`src/rtl/ram_nway.sv`:
```
// ram_nway: DEPTH x WIDTH Hack RAM. A DMux-N tree decodes load into per-word enables and a Mux-N tree selects the read word.
// Latency: the read is combinational with 0 cycles. When RAM_NWAY_READ_REG_EN is defined, the read is registered with 1 cycle and is write-first.
// Backpressure: none. Every edge with load=1 writes, and rst overrides load.
module ram_nway #(
  parameter  int WIDTH  = 16,
  parameter  int DEPTH  = 8,
  localparam int ADDR_W = $clog2(DEPTH)
) (
  input  logic              clk,
  input  logic              rst,
  input  logic [WIDTH-1:0]  in,
  input  logic              load,
  input  logic [ADDR_W-1:0] address,
  output logic [WIDTH-1:0]  out
);

  // Storage, one entry per word.
  logic [WIDTH-1:0] mem [DEPTH];

  // Per-word write enables produced by the DMux tree. At most one bit is set.
  logic [DEPTH-1:0] word_en;
  logic [DEPTH-1:0] dec_cur;
  logic [DEPTH-1:0] dec_nxt;

  // Read word selected by the Mux tree.
  logic [WIDTH-1:0] rd_word;
  logic [WIDTH-1:0] mux_cur [DEPTH];
  logic [WIDTH-1:0] mux_nxt [DEPTH];

  // DMux-N tree. The root splits load on the address MSB, and each later level
  // splits every live node on the next lower bit. Node j at a level stands for
  // address prefix j, and its children are 2j (bit=0) and 2j+1 (bit=1). After
  // the last level, the leaf index equals the word index. Nodes outside the
  // current level stay 0, so their children are also 0.
  always_comb begin
    dec_cur    = '0;
    dec_nxt    = '0;
    dec_cur[0] = load;
    for (int lvl = 0; lvl < ADDR_W; lvl++) begin
      for (int j = 0; j < DEPTH / 2; j++) begin
        dec_nxt[2*j]   = dec_cur[j] & ~address[ADDR_W-1-lvl];
        dec_nxt[2*j+1] = dec_cur[j] &  address[ADDR_W-1-lvl];
      end
      dec_cur = dec_nxt;
    end
    word_en = dec_cur;
  end

  // Mux-N tree. It starts from the leaves (the words) and halves the node count
  // at each level. The deepest level selects on address[0] and the root selects
  // on the MSB, which mirrors the decode order. Entries past the live half of
  // each level are stale and never read.
  always_comb begin
    for (int i = 0; i < DEPTH; i++) begin
      mux_cur[i] = mem[i];
      mux_nxt[i] = '0;
    end
    for (int lvl = ADDR_W - 1; lvl >= 0; lvl--) begin
      for (int j = 0; j < DEPTH / 2; j++) begin
        mux_nxt[j] = address[ADDR_W-1-lvl] ? mux_cur[2*j+1] : mux_cur[2*j];
      end
      mux_cur = mux_nxt;
    end
    rd_word = mux_cur[0];
  end

  // Word update. Reset clears every word in one edge and wins over any write in
  // that cycle, so X on load/address during reset cannot reach storage.
  always_ff @(posedge clk) begin
    if (rst) begin
      for (int i = 0; i < DEPTH; i++) begin
        mem[i] <= '0;
      end
    end else begin
      for (int i = 0; i < DEPTH; i++) begin
        if (word_en[i]) begin
          mem[i] <= in;
        end
      end
    end
  end

`ifdef RAM_NWAY_READ_REG_EN
  // Registered read, write-first. out takes the value the addressed word holds
  // after this edge, which is the incoming data whenever load is set.
  always_ff @(posedge clk) begin
    if (rst) begin
      out <= '0;
    end else if (load) begin
      out <= in;
    end else begin
      out <= rd_word;
    end
  end
`else
  // Combinational read with Hack semantics. During a write, the old word is
  // visible until the edge.
  assign out = rd_word;
`endif

endmodule

```
`config.mk`:
```
export PLATFORM = sky130hd
export DESIGN_NAME = ram_nway
export DESIGN_NICKNAME = d
export VERILOG_FILES = /design/src/rtl/ram_nway.sv
export SDC_FILE = /design/constraint.sdc
export NUM_CORES = 1
export LEC_CHECK = 0
export ABC_AREA = 1
export BUFFER_PORTS_ARGS = -buffer_cell sky130_fd_sc_hd__buf_4
export CELL_PAD_IN_SITES_DETAIL_PLACEMENT = 0
export CELL_PAD_IN_SITES_GLOBAL_PLACEMENT = 1
export CORE_MARGIN = 2
export CORE_UTILIZATION = 42
export CTS_CLUSTER_SIZE = 24
export DETAILED_ROUTE_END_ITERATION = 8
export GPL_TIMING_DRIVEN = 0
export HOLD_SLACK_MARGIN = 0.02
export PLACE_DENSITY_LB_ADDON = 0.3
export RECOVER_POWER = 25
export SYNTH_ARGS = -nofsm -noshare
export SYNTH_HDL_FRONTEND = slang
export SYNTH_SLANG_ARGS = --single-unit
```
`constraint.sdc`:
```
create_clock -name clk -period 2.6 [get_ports clk]
set_input_delay 0.78 -clock clk [delete_from_list [all_inputs] [get_ports clk]]
set_output_delay 0.78 -clock clk [all_outputs]
set_load 0.02 [all_outputs]
```
==> results of run 1 <==
## layer usage
| metal | routed length, µm | share of wire | global-route usage |
|---|---|---|---|
| met2 | 7620 | 0.49 | 0.344 |
| met1 | 6730 | 0.43 | 0.268 |
| met3 | 831 | 0.053 | 0.0465 |
| met4 | 461 | 0.029 | 0.0995 |
| met5 | 0 | 0 | 0 |
## through the flow
step	setup TNS (ps)	setup WS, ps
4_1_cts	0	0.790
5_1_grt	-26.2	-13.2
6_report	0	45.3
3_3_place_gp	-72930	-1430
3_5_place_dp	-5160	-251
2_1_floorplan	-10610	-224
## cells in the mapped netlist, types with 2 or more instances
| master | count | area, µm² |
|---|---|---|
| nand2_1 | 210 | 788 |
| inv_1 | 148 | 556 |
| edfxtp_1 | 128 | 3840 |
| nor2_1 | 96 | 360 |
| nand3_1 | 66 | 330 |
| buf_2 | 16 | 80.1 |
| nor3_1 | 14 | 70.1 |
| buf_6 | 9 | 101 |
| nor2_2 | 7 | 43.8 |
| o21ai_0 | 6 | 30.0 |
| buf_4 | 5 | 37.5 |
| nand2_2 | 5 | 31.3 |
| buf_1 | 3 | 11.3 |
| clkbuf_1 | 2 | 7.51 |
| nand3_2 | 2 | 20.0 |
## timing repair
action                     4_1_cts  5_1_grt
setup endpoints to repair       15       14
pin swaps                        0        0
setup buffers                    0        0
resized for setup               10       15
## critical path, cell delays in order
cell and delay, ps:
buf_4 160, inv_6 110, buf_4 210, nand3_1 120, nand2_1 70, nand2_1 50
nand2_1 110, buf_4 160
## cell type report
cell class                 count  area share
sequential                   128       0.515
inverter                     151      0.0783
timing repair buffer          38      0.0407
buffer                        34      0.0387
tap                          184      0.0309
clock inverter                10     0.00620
multi-input combinational    407       0.231
clock buffer                  22      0.0595
## cell families (layout without fill, tap and decap cells)
group,Yosys count,count (layout)
DFF,128,128
buffers and inverters,186,255
and+or+nand+nor,401,401
AOI/OAI and AO/OA,6,6
## how the worst max path moves through the flow
stage | startpoint | end | slack [ps] | depth (start not counted)
global route | address[1] | out[15] | -10 | 8
CTS | address[2] | out[6] | 0.8 | 6
detailed placement | address[0] | mem[0][61]$_SDFFCE_PN0P_ | -250 | 5
global placement | address[1] | mem[1][43]$_DFFE_PP_ | -1430 | 4
finish | address[1] | out[15] | 50 | 8
floorplan | address[0] | mem[0][0]$_SDFFCE_PN0P_ | -220 | 4
## report_power, final
part | internal, mW | switching (mW)
clock | 1.19 | 0.813
sequential | 2.43 | 0.0360
combinational | 0.198 | 0.404
total | 3.82 | 1.25
==> metrics.yaml, run 1 <==
initialDrtViolationCount: 385
async_reset_ff_frac: 0
grt-ovfl-total: 0
multi_input_area_um2: 1720
synth_xor_area_frac: 0
track_usage: 0.210
min_period_over_period: 0.983
setup_violations: 0
diodes: 0
nNetsFinal: 799
dp.cells: 943
grt_pass1_wl_mm: 25.3
regArea_um2: 3840
worst-slew-pin-transition_ps: 925
worstPathMaxFanout: 10
initial_core_util: 0.434
io_buffers: 35
die_area_um2: 16100
ant_nets: 0
synth_compound_area_frac: 0.00472
largest_register_ffs: 128
required_ps: 1820
htree_levels: 4
cts_tree: "yes"
area_growth_pct: 17.3
rsz0062_at_grt: "yes"
die_w_um: 127
yosysWarnings: 0
numClockSinks: 128
power_density_nw_per_um2: 679
viasPerCell: 4.90
outcome: "complete, no violations"
clock_path_buffers: 2
grt_max_degree: 20
hold_viol_final: 0
avgSynthCellArea_um2: 8.82
fillers: 1405
core-area_um2: 14600
cp-start-kind: "primary input"
synthMuxAreaShare: 0
max_freq_mhz: 391
p_leak_nw: 3.56
finalNonFillerCells: 974
cp.arrival_ps: 1770
place_area_um2: 6920
cts_hold_buf: 0
ir_worst_vdd_v: 0.000462
synth_nets: 743
path_clk_slew_ps: 60
hpwl_mm: 11.1
synthFlopType: "edfxtp_1"
die_h_um: 127
antenna_found_initial: 0
synth-seq-area-share: 0.604
synth_fa_ha_area_frac: 0
final_common_cell: "nand2_1"
routed_wl_mm: 15.6
min-delay-start: "in[15]"
min_to: "mem[0][63]$_SDFFCE_PN0P_"
drc: 0
crit_type: "in -> out"
end_kind: "output port"
dr.pass1.iters: 5
design_area_um2: 7460
grt_pass1_vias: 4846
place_congestion: 0.782
synth_top_family_by_area: "simple AND/OR/NAND/NOR gates"
slew_headroom: 0.384
mostFrequentLayoutCells: "nand2_1 (209), inv_1 (148), edfxtp_1 (128)"
via_count: 4772
synth_seq_cells: 128
core.rowCount: 44
top_regs: "mem: 128 flops"
hold_depth: 3
synth_area_um2: 6360
p_total_mw: 5.07
numCtsBuffers: 17
ios: 38
slew_violations: 0
syn_inst: 721
min_path_type: "in -> reg"
drive_gt1_frac: 0.146
synth_edf_count: 128
final_util: 0.510
min_period_ps: 2550
top_register: "mem"
wl_per_cell_um: 16.1
whs_ps: 781
maxCapViolations: 0
yosys.area_share.simple: 0.262
synth_cell_types: 19
root_buffer: "clkbuf_16"
Power figures use the tool's default switching activity.
==> inputs of run 2 (changes only) <==
- ABC_AREA: 1 -> unset
- CORE_UTILIZATION: 42 -> 46
- CTS_CLUSTER_DIAMETER: unset -> 50
==> run 2 against run 1 <==
Non-clock buffer count fell by 7; sequential power barely moved; first-iteration DRC count fell by 49%; the flow now finishes with violations (negative setup slack); largest power group unchanged.
==> metrics.yaml, run 2 <==
min_path_type: "in -> reg"
drc: 0
initial_core_util: 0.467
area_growth_pct: 23.1
ir_worst_vdd_v: 0.000430
numClockSinks: 128
setup_violations: 16
maxCapViolations: 0
routed_wl_mm: 11.8
nNetsFinal: 425
htree_levels: 4
crit_chain: "buf_16, buf_8, buf_6, mux4_2, mux2_4, buf_6"
die_area_um2: 13100
yosysMostFrequentCell: "edfxtp_1"
yosysWarnings: 0
netlist.area_leader.share: 0.687
cp-start-kind: "primary input"
viasPerCell: 5.36
crit_family: "multiplexers"
min_period_ps: 2780
io_buffers: 36
synthFlopType: "edfxtp_1"
avgSynthCellArea_um2: 16.3
multi_input_area_um2: 1560
mostFrequentLayoutCells: "edfxtp_1 (128), nor2_1 (96), mux4_2 (31)"
layout_setup_ws_ps: -185
numCtsBuffers: 17
async_reset_ff_frac: 0
grt_pass1_wl_mm: 18.1
track_usage: 0.198
hpwl_mm: 7.27
ios: 38
worstPathBufferInverterCount: 4
wl_per_cell_um: 21.0
crit_start: "address[0]"
syn_inst: 342
core-area_um2: 12000
antenna_found_initial: 1
dr.pass1.iters: 4
core.rowCount: 40
place_congestion: 0.724
slew_violations: 0
pwr-share-clk: 0.443
critPathMaxStageDelay_ps: 490
synth_seq_cells: 128
worstPathMaxFanout: 5
synth-seq-area-share: 0.687
internal_power_mw: 4.30
fillers: 917
cts_hold_buf: 0
slew_headroom: 0.304
synth_cell_types: 17
max_freq_mhz: 359
cp.arrival_ps: 2000
synthTopCellsByCount: "edfxtp_1 (128), nor2_1 (96), mux4_2 (27)"
root_buffer: "clkbuf_16"
grt_pass1_vias: 3237
top_regs: "mem: 128 flops"
power_density_nw_per_um2: 790
synth_area_um2: 5590
grt-ovfl-total: 0
outcome: "finished, violations left"
regArea_um2: 3840
clock_path_buffers: 2
grt_max_degree: 17
die_h_um: 114
end_kind: "output port"
crit_top_cell: "buf_6"
synth_edf_count: 128
worst-slew-pin-transition_ps: 1040
synth_top_area_cell: "edfxtp_1"
seq_power_share: 0.453
finalSetupTns_ps: -2240
violations: "negative setup slack"
finalNonFillerCells: 563
min-delay-start: "in[12]"
slowest_stage: "mux4_2"
final_common_cell: "edfxtp_1"
min_period_over_period: 1.07
cts_tree: "yes"
hold_viol_final: 0
top_register: "mem"
p_leak_nw: 2.56
dp.cells: 525
p_comb_frac: 0.104
synth_nets: 364
p_switching_mw: 1.13
path_clk_slew_ps: 60
rsz0062_at_grt: "yes"
ant_nets: 0
via_count: 3020
largest_register_ffs: 128
drive_gt1_frac: 0.313
crit_type: "in -> out"
p_sw_frac: 0.209
required_ps: 1820
synth.area.top_cells: "edfxtp_1 (69%), mux4_2 (11%), nor2_1 (6.4%), nand2b_1 (2.5%), mux4_1 (2.3%)"
diodes: 0
initialDrtViolationCount: 196
die_w_um: 114
## run 2: cell types whose count changed after synthesis, moves of 7 or more
cell | previous run | this run
nand2b_1 | 0 | 22
clkbuf_1 | 2 | 9
nand3_1 | 66 | 0
nand2_1 | 210 | 0
nor2_2 | 7 | 0
nor3_1 | 14 | 0
inv_1 | 148 | 17
mux4_2 | 0 | 27
mux2_2 | 0 | 10
buf_6 | 9 | 1
## run 2: worst min-delay path: cells and delay by family
| kind | cells | cell delay [ps] |
|---|---|---|
| and+or+nand+nor | 1 | 140 |
| buffers and inverters | 2 | 190 |
## run 2: area by class of cell
| class | count | share of cell area |
|---|---|---|
| repair buffers | 45 | 0.0696 |
| multi-input cells | 174 | 0.226 |
| clock buffers | 19 | 0.0629 |
| plain buffers | 20 | 0.0225 |
| clock inverters | 13 | 0.0245 |
| flip-flops and latches | 128 | 0.558 |
| well taps | 147 | 0.0267 |
| inverters | 17 | 0.00927 |
## run 2: kinds of logic (layout without fill, tap and decap cells)
group                  after synthesis  count (layout)  synth area share
flip-flops                         128             128             0.687
AND/OR/NAND/NOR                    124             124             0.102
multiplexers                        48              48             0.168
buffers and inverters               40             114            0.0383
AO/OA/AOI/OAI                        2               2           0.00358
## run 2: final timing paths
| path | cells past startpoint | to | slack [ps] |
|---|---|---|---|
| setup / recovery | 6 | out[4] | -180 |
| hold / removal | 3 | mem[1][44]$_DFFE_PP_ | 810 |
## run 2: timing repair
action	in CTS	in global routing
gates resized for setup	36	4
cloned	2	1
buffers inserted	6	1
endpoints found under the setup margin	16	16
## run 2: power by group through the flow
| stage | clock network [mW] | registers (mW) | logic [mW] |
|---|---|---|---|
| after CTS | 2.42 | 2.47 | 0.573 |
| after global routing | 2.52 | 2.48 | 0.597 |
| after floorplan | 0 | 2.49 | 0.345 |
| after global placement | 0 | 2.50 | 0.506 |
| after detailed placement | 0 | 2.51 | 0.512 |
| final | 2.41 | 2.46 | 0.563 |
## run 2: per-stage QoR
stage / hold slack, ps / area [µm²] / util / setup slack [ps] / power [mW]
after global routing: 841 / 6880 / 0.576 / -216 / 5.59
final: 811 / 6880 / 0.576 / -185 / 5.44
after CTS: 805 / 6900 / 0.576 / -320 / 5.46
after detailed placement: 1230 / 6090 / 0.509 / -436 / 3.02
after floorplan: 1080 / 5640 / - / -11.5 / 2.83
after global placement: 1210 / 6090 / 0.509 / -423 / 3.00
## run 2: metal layers
layer | wire length (µm) | share of wire | GRT usage
met5 | 13 | 0.0011 | 0
met1 | 4400 | 0.37 | 0.233
met3 | 799 | 0.068 | 0.0498
met2 | 6450 | 0.55 | 0.357
met4 | 147 | 0.012 | 0.0610
